### src/rtl/spi_pkg.sv
// Shared SPI definitions for the Simple SPI link. The master and the slave both use
// the mode encodings, the state type and the default underrun word.
package spi_pkg;

    // Mode number = {CPOL, CPHA}
    typedef enum logic [1:0] {
        SPI_MODE0 = 2'b00,
        SPI_MODE1 = 2'b01,
        SPI_MODE2 = 2'b10,
        SPI_MODE3 = 2'b11
    } spi_mode_e;

    typedef enum logic {
        ST_IDLE   = 1'b0,
        ST_ACTIVE = 1'b1
    } spi_state_e;

    localparam int          MAX_DATA_WIDTH    = 64;
    localparam logic [63:0] UNDERRUN_ALL_ONES = '1;

endpackage

### src/rtl/spi_sync2.sv
// Two-flop synchroniser for one asynchronous input. The reset value is chosen per
// instance, so that no false edge appears when reset is released.
module sync2 #(
    parameter logic RESET_VALUE = 1'b0
) (
    input  logic clk,
    input  logic rst_n,
    input  logic d,
    output logic q
);

    logic meta;

    always_ff @(posedge clk or negedge rst_n) begin
        if (!rst_n) begin
            meta <= RESET_VALUE;
            q    <= RESET_VALUE;
        end else begin
            meta <= d;
            q    <= meta;
        end
    end

endmodule

### src/rtl/spi_slave.sv
// Oversampling SPI slave. SCLK, CS and MOSI are sampled in the clk domain. The block
// deserialises MOSI into words and shifts the buffered transmit word out on MISO.
//
// Transmit handshake: a word is taken when tx_valid && tx_ready, and tx_ready is
// !buffer_full. A word offered during the same cycle that the buffer drains into the
// shift register is also taken, so that tx_ready does not rise between the two words.
module spi_slave
    import spi_pkg::*;
#(
    parameter int                    DATA_WIDTH    = 8,
    parameter logic                  CPOL          = 1'b0,
    parameter logic                  CPHA          = 1'b0,
    parameter logic [DATA_WIDTH-1:0] UNDERRUN_WORD = UNDERRUN_ALL_ONES[DATA_WIDTH-1:0]
) (
    input  logic                  clk,
    input  logic                  rst_n,
    input  logic                  SCLK,
    input  logic                  CS,
    input  logic                  MOSI,
    output logic                  MISO,
    input  logic [DATA_WIDTH-1:0] tx_data,
    input  logic                  tx_valid,
    output logic                  tx_ready,
    output logic [DATA_WIDTH-1:0] rx_data,
    output logic                  rx_valid,
    output logic                  tx_underrun,
    output logic                  busy
);

    localparam int CW = $clog2(DATA_WIDTH);

    logic sclk_s, cs_s, mosi_s, sclk_q;
    logic sclk_change, lead_edge, trail_edge, cap_edge, launch_edge;
    logic [1:0] prime;
    logic armed, fresh;
    spi_state_e state_q, state_d;
    logic do_load, do_shift, do_capture, go_idle, start;
    logic [CW-1:0] bit_cnt;
    logic last_bit;
    logic [DATA_WIDTH-2:0] rx_sr;
    logic [DATA_WIDTH-1:0] rx_next, tx_sr, buf_q;
    logic buf_full, accept;

    sync2 #(.RESET_VALUE(CPOL)) u_sync_sclk (.clk(clk), .rst_n(rst_n), .d(SCLK), .q(sclk_s));
    sync2 #(.RESET_VALUE(1'b1)) u_sync_cs   (.clk(clk), .rst_n(rst_n), .d(CS),   .q(cs_s));
    sync2 #(.RESET_VALUE(1'b0)) u_sync_mosi (.clk(clk), .rst_n(rst_n), .d(MOSI), .q(mosi_s));

    assign sclk_change = sclk_s != sclk_q;
    assign lead_edge   = sclk_change && (sclk_s != CPOL);
    assign trail_edge  = sclk_change && (sclk_s == CPOL);
    assign cap_edge    = CPHA ? trail_edge : lead_edge;
    assign launch_edge = CPHA ? lead_edge : trail_edge;
    assign last_bit    = bit_cnt == CW'(DATA_WIDTH - 1);
    assign rx_next     = {rx_sr, mosi_s};
    assign accept      = tx_valid && (!buf_full || do_load);
    assign tx_ready    = !buf_full;
    assign busy        = !cs_s;

    // A transfer may start only after CS has been seen high once the synchroniser
    // holds real samples. Otherwise a CS that is still low at reset release would
    // look like a falling edge.
    always_ff @(posedge clk or negedge rst_n) begin
        if (!rst_n) begin
            prime  <= '0;
            armed  <= 1'b0;
            sclk_q <= CPOL;
        end else begin
            prime  <= {prime[0], 1'b1};
            armed  <= armed || (prime[1] && cs_s);
            sclk_q <= sclk_s;
        end
    end

    always_ff @(posedge clk or negedge rst_n) begin
        if (!rst_n) state_q <= ST_IDLE;
        else        state_q <= state_d;
    end

    always_comb begin
        state_d    = state_q;
        do_load    = 1'b0;
        do_shift   = 1'b0;
        do_capture = 1'b0;
        go_idle    = 1'b0;
        start      = 1'b0;
        case (state_q)
            ST_IDLE: begin
                if (armed && !cs_s) begin
                    state_d = ST_ACTIVE;
                    start   = 1'b1;
                    do_load = !CPHA;
                end
            end
            ST_ACTIVE: begin
                if (cs_s) begin
                    state_d = ST_IDLE;
                    go_idle = 1'b1;
                end else if (cap_edge) begin
                    do_capture = 1'b1;
                end else if (launch_edge) begin
                    if (bit_cnt == '0 && !(!CPHA && fresh)) do_load = 1'b1;
                    else                                    do_shift = 1'b1;
                end
            end
            default: state_d = ST_IDLE;
        endcase
    end

    always_ff @(posedge clk or negedge rst_n) begin
        if (!rst_n) begin
            bit_cnt  <= '0;
            rx_sr    <= '0;
            rx_data  <= '0;
            rx_valid <= 1'b0;
            fresh    <= 1'b0;
        end else begin
            rx_valid <= do_capture && last_bit;
            if (go_idle) begin
                bit_cnt <= '0;
            end else if (do_capture) begin
                rx_sr   <= rx_next[DATA_WIDTH-2:0];
                bit_cnt <= last_bit ? '0 : bit_cnt + 1'b1;
                if (last_bit) rx_data <= rx_next;
            end
            if (start)                     fresh <= 1'b1;
            else if (do_load || do_shift) fresh <= 1'b0;
        end
    end

    always_ff @(posedge clk or negedge rst_n) begin
        if (!rst_n) begin
            tx_sr       <= '0;
            buf_q       <= '0;
            buf_full    <= 1'b0;
            tx_underrun <= 1'b0;
            MISO        <= 1'b0;
        end else begin
            tx_underrun <= do_load && !buf_full;
            if (do_load)       tx_sr <= buf_full ? buf_q : UNDERRUN_WORD;
            else if (do_shift) tx_sr <= {tx_sr[DATA_WIDTH-2:0], 1'b0};
            if (accept) begin
                buf_q    <= tx_data;
                buf_full <= 1'b1;
            end else if (do_load) begin
                buf_full <= 1'b0;
            end
            MISO <= tx_sr[DATA_WIDTH-1];
        end
    end

endmodule

### config.mk
export PLATFORM = sky130hd
export DESIGN_NAME = spi_slave
export DESIGN_NICKNAME = d
export VERILOG_FILES = /design/src/rtl/spi_pkg.sv /design/src/rtl/spi_sync2.sv /design/src/rtl/spi_slave.sv
export SDC_FILE = /design/constraint.sdc
export NUM_CORES = 1
export LEC_CHECK = 0
export BUFFER_PORTS_ARGS = -buffer_cell sky130_fd_sc_hd__buf_2
export CAP_MARGIN = 25
export CORE_MARGIN = 4
export CORE_UTILIZATION = 45
export DETAILED_ROUTE_END_ITERATION = 7
export PLACE_DENSITY = 0.6
export SETUP_SLACK_MARGIN = 0.15
export SYNTH_ARGS = -nofsm -noshare
export SYNTH_HDL_FRONTEND = slang
export SYNTH_SLANG_ARGS = --single-unit
### constraint.sdc
create_clock -name clk -period 2.1 [get_ports clk]
set_input_delay 0.42 -clock clk [delete_from_list [all_inputs] [get_ports clk]]
set_output_delay 0.42 -clock clk [all_outputs]
set_load 0.01 [all_outputs]
# Yosys cells after proc, flatten, opt, wreduce, memory -nomap -nowiden
# Index checks and enable logic that the tools add are counted.
dict set report classes {
  addsub 1
  n_eq_ne 2
  mux 29
  bitwise_logic 3
  n_reduce_logical 21
}
# cell count
set op_table {}
lappend op_table {{$mux W8} 3}
lappend op_table {{$mux W1} 21}
lappend op_table {{$mux W3} 3}
lappend op_table {{$logic_and A1 B1 Y1} 8}
lappend op_table {{$reduce_bool A2 Y1} 4}
lappend op_table {{$pmux W1 S2} 2}
lappend op_table {{$add A3 B1 Y3 const B} 1}
lappend op_table {{$eq A3 B3 Y1 const B} 1}
lappend op_table {{$logic_not A1 Y1} 3}
lappend op_table {{$logic_not A3 Y1} 1}
lappend op_table {{$logic_or A1 B1 Y1} 3}
lappend op_table {{$not A1 Y1} 3}
lappend op_table {{$reduce_and A3 Y1} 1}
lappend op_table {{$reduce_and A2 Y1} 1}
lappend op_table {{$ne A1 B1 Y1} 1}
dict set report totals {
  ff_bits 50
  input_bits 14
  out_inout_bits 13
  elab_cells 76
}

# Depth between registers and ports, before layout
dict set report depth {
  ltp_word 10
  depth_mapped 6
  depth_no_buf 5
}

# By module
# From an unflattened synthesis, not the netlist that was laid out.
dict set report hier_totals {
  cells_unflattened 147
  hier_area_um2 2047.0
}
# module n_inst cells_each area_per_inst_um2 seq_area_each_um2
set modules_own_cells {}
lappend modules_own_cells {spi_slave 1 141 1894.3 1101.1}
lappend modules_own_cells {{sync2 at u_sync_mosi ...} 2 2 50.0 50.0}
lappend modules_own_cells {{sync2 at u_sync_cs} 1 2 52.6 52.6}

# Least setup slack after synthesis
# No wires, ideal clock.
dict set report synth_path {
  path_type {flip-flop to flip-flop}
  startpoint {register bit_cnt[0]}
  endpoint {register tx_sr[5]}
  setup_time_ns 0.126
  t_arrival_ns 1.529
  required_ns 1.974
  setup_slack_ns 0.445
  stages_incl_launch_ff 7
  path_buffers 1
  period_less_slack_ns 1.655
  cell_sequence {dfrtp_1 inv_2 ha_1 or3b_4 buf_2 and3_1 a221o_1}
}
dict set report synth_between {
  elab_chain_len 8
  elab_cells_between_ends 14
  classes_between {mux: 11; reduce/logical: 3}
}
# item line
set synth_lines {}
lappend synth_lines {{start, declared} spi_slave.sv:38} ;# logic [CW-1:0] bit_cnt;
lappend synth_lines {{start signal, assigned} spi_slave.sv:122} ;# bit_cnt <= last_bit ? '0 : bit_cnt + 1'b1;
lappend synth_lines {{$logic_not A3 Y1 *} spi_slave.sv:101} ;# if (bit_cnt == '0 && !(!CPHA && fresh)) do_load = 1'b1;
lappend synth_lines {{$logic_and A1 B1 Y1 *} spi_slave.sv:101}
lappend synth_lines {{$mux W1} spi_slave.sv:101}
lappend synth_lines {{$mux W1} spi_slave.sv:100} ;# end else if (launch_edge) begin
lappend synth_lines {{$mux W1} spi_slave.sv:98} ;# end else if (cap_edge) begin
lappend synth_lines {{$mux W1} spi_slave.sv:95} ;# if (cs_s) begin
lappend synth_lines {{$pmux W1 S2 or $mux W1 (tied branches)} spi_slave.sv:86} ;# case (state_q)
lappend synth_lines {{$mux W8 or $reduce_bool A2 Y1 (tied branches)} -}
lappend synth_lines {{end signal, assigned} spi_slave.sv:139} ;# if (do_load) tx_sr <= buf_full ? buf_q : UNDERRUN_WORD;
lappend synth_lines {{end signal, assigned} spi_slave.sv:140} ;# else if (do_shift) tx_sr <= {tx_sr[DATA_WIDTH-2:0], 1'b0};
lappend synth_lines {{end, declared} spi_slave.sv:41} ;# logic [DATA_WIDTH-1:0] rx_next, tx_sr, buf_q;
# Every way passes the cells marked *; elsewhere a longest branch is shown, timed or not.
# A chain may end at the register's enable or synchronous reset.

# Final worst setup path
dict set report layout_path {
  startpoint {register state_q}
  endpoint {register buf_q[1]}
}
dict set report layout_between {
  elab_chain_len 4
}
# item line
set layout_lines {}
lappend layout_lines {{start, declared} spi_slave.sv:36} ;# spi_state_e state_q, state_d;
lappend layout_lines {{start signal, assigned} spi_slave.sv:76} ;# else state_q <= state_d;
lappend layout_lines {{$not A1 Y1} -}
lappend layout_lines {{$pmux W1 S2 *} spi_slave.sv:86}
lappend layout_lines {{$logic_or A1 B1 Y1 *} spi_slave.sv:55} ;# assign accept = tx_valid && (!buf_full || do_load);
lappend layout_lines {{$logic_and A1 B1 Y1 *} spi_slave.sv:55}
lappend layout_lines {{end signal, assigned} spi_slave.sv:142} ;# buf_q <= tx_data;
lappend layout_lines {{end, declared} spi_slave.sv:41}
# Marked as above.

==> results.cfg <==
[timing]
finalSetupTns_ps = 0
slew_headroom_pct = 61.91
worstMarginPinSlew_ps = 569.6
fin_worst_skew_ps = 10.99
finalHoldViolCount = 0
finalSetupViolCount = 0
min_period_ps = 1742
fmax_mhz = 574.0
min_period_over_period_pct = 82.96
slew_violations = 0
rsz0062_at_grt = no

[cts]
cts_buffers = 5
clock_latency_ps = 300
hold_buffers = 0
cts_tree = done
cts.sinks = 50
cts_root_buf = clkbuf_8
max-clock-path-buffers = 2
post_cts_resized = 0
clk_pin_slew_ps = 90
post_cts_buffers = 0
cts_max_level = 2

[route]
wl_per_cell_um = 14.85
drc_errors = 0
routed_via_density = 5.352
num_vias = 1429
dr.pass1.iters = 4
final_antenna_net_count = 0
drtIter0Drc = 105
drt_wl_total_um = 3966

[run_status]
status = finished clean

[floorplanning]
ios = 27
die_y_um = 77.90
die_w_um = 77.90
rows = 25
dieArea_sq_mm = 0.006068
core_area_sq_mm = 0.004723
initial_core_util_pct = 46.54

[setup_path]
crit_fanout = 12
startpoint_type = flop
required_ps = 2260
reg2reg_from = state_q
critPathCaptureType = flop
worstSetupStartpoint = state_q
critPathArrivalTime_ps = 1900
path_class = flop to flop

[cells_and_area]
layout_commonest_cell = dfrtp_1
drive_above_1_share_pct = 26.50
final_cell_mix = 48 x dfrtp_1, 26 x buf_2, 15 x mux2_1
syn2layout_area_growth_pct = 12.92
nFillCells = 421
diodes = 0
nNetsFinal = 216

[power]
p_switching_uw = 600.6
p_clk_share_pct = 26.1
netSwitchingFraction_pct = 28.25
seq_power_share_pct = 56.6
leakage_uw = 0.001210
power_uw = 2126
p_per_area_mw_per_mm2 = 856.4
power_frac_comb_pct = 17.2
ir_drop_uv = 496.6
p_int_uw = 1525

[global_routing]
grt_usage_pct = 14.54
grt_pass1_vias = 1490
grt_antenna_before_repair = 0
grt.overflow.total = 0
grt_pass1_wl_um = 7038
grt_max_degree = 31

[yosys]
syn_nets = 189
syn_area_sq_mm = 0.002198
synth_edf_count = 0
ys_async_sr_fraction_pct = 100.0
yosysWarnings = 0
ys.flop_type = dfrtp_1
ys_seq_elements = 50
synth_seq_area_share_pct = 57.03
syn_avg_cell_area_sq_um = 12.78
netlist_instances = 172
synth_cell_type_count = 37

[hold_path]
hold_path_class = primary input to asynchronous set/reset pin

[placement]
place_congestion = 0.7473
portBuffers = 26
hpwl_um = 2799

[flow_run]
cap_viol_max_count = 0
==> power by group through the flow <==
stage | clock network (uW) | logic, uW | registers, uW
floorplan | 0 | 283 | 1190
detailed placement | 0 | 372 | 1220
global placement | 0 | 354 | 1220
finish | 555 | 366 | 1200
CTS | 566 | 371 | 1200
global route | 617 | 413 | 1230
==> sequential cells by signal (all words and copies together), names as in the netlist, 2 cells and up <==
register	cells
rx_data	8
tx_sr	8
bit_cnt	3
rx_sr	7
prime	2
buf_q	8
==> cell usage after synthesis, types with 2 or more instances <==
cell,n,share of area (%)
a21o_1,2,0.68
a21oi_1,4,0.91
a221o_1,7,3.2
and2_1,2,0.57
and3_1,8,2.3
and4bb_1,2,1.1
buf_1,2,0.34
buf_2,5,1.1
buf_6,2,1.0
dfrtp_1,48,55
dfstp_2,2,2.4
ha_1,3,1.7
inv_1,5,0.85
inv_2,2,0.34
mux2_1,15,7.7
nand2_1,8,1.4
nand2b_1,10,2.8
nor2_1,3,0.51
o2111ai_1,8,3.2
o211ai_2,8,4.6
o21ai_0,8,1.8
o22ai_1,3,0.85
==> cells by family (layout without fill, tap and decap cells) <==
logic type | after synthesis | after routing | synth area share (%)
AO/OA/AOI/OAI | 44 | 44 | 17.08
AND/OR/NAND/NOR | 41 | 41 | 12.01
buffers and inverters | 17 | 45 | 3.870
flip-flops | 50 | 50 | 57.03
other | 1 | 1 | 0.1706
adder cells (fa/ha/maj) | 3 | 3 | 1.708
multiplexers | 16 | 16 | 8.139
==> path summary, 6_finish.rpt <==
path	slack [ps]	depth (start not counted)	endpoint
setup / recovery	360	3	buf_q[1]
setup reg to reg	360	3	buf_q[1]
hold / removal	70	1	rx_data[6]
max in group asynchronous	1440	2	u_sync_cs.q
hold reg to reg	350	0	u_sync_mosi.q
min in group clk	210	1	u_sync_cs.meta
==> metrics by stage <==
stage	util (%)	hold slack, ps	worst slack [ps]	instances	instance area [sq um]
3_3_place_gp	50.73	332.0	415.5	259	2396
6_report	52.56	66.61	357.8	267	2482
5_1_grt	52.56	89.64	214.4	267	2482
2_1_floorplan	-	124.4	444.7	172	2198
3_5_place_dp	50.73	335.8	345.5	259	2396
4_1_cts	52.56	82.03	342.9	267	2482
==> layer usage <==
metal / up-vias / routed length (um) / global-route usage, %
met4: 0 / 40 / 4.021
li1: 686 / - / -
met2: 29 / 1890 / 23.03
met5: - / 0 / 0
met1: 709 / 1863 / 19.49
met3: 5 / 172 / 4.292
==> critical path, stage by stage (launching register included) <==
cell	delay, ps
dfrtp_1	500
and4bb_1	380
a211oi_4	580
o211ai_2	150
==> area by class of cell <==
class | count | area [sq um] | area share, %
clock inverters | 2 | 13.76 | 0.5544
well taps | 67 | 83.83 | 3.377
repair buffers | 30 | 172.7 | 6.956
clock buffers | 6 | 72.57 | 2.923
multi-input cells | 105 | 859.6 | 34.63
inverters | 7 | 26.28 | 1.058
flip-flops and latches | 50 | 1254 | 50.50
Note: power is estimated with default switching activity, not from simulation.
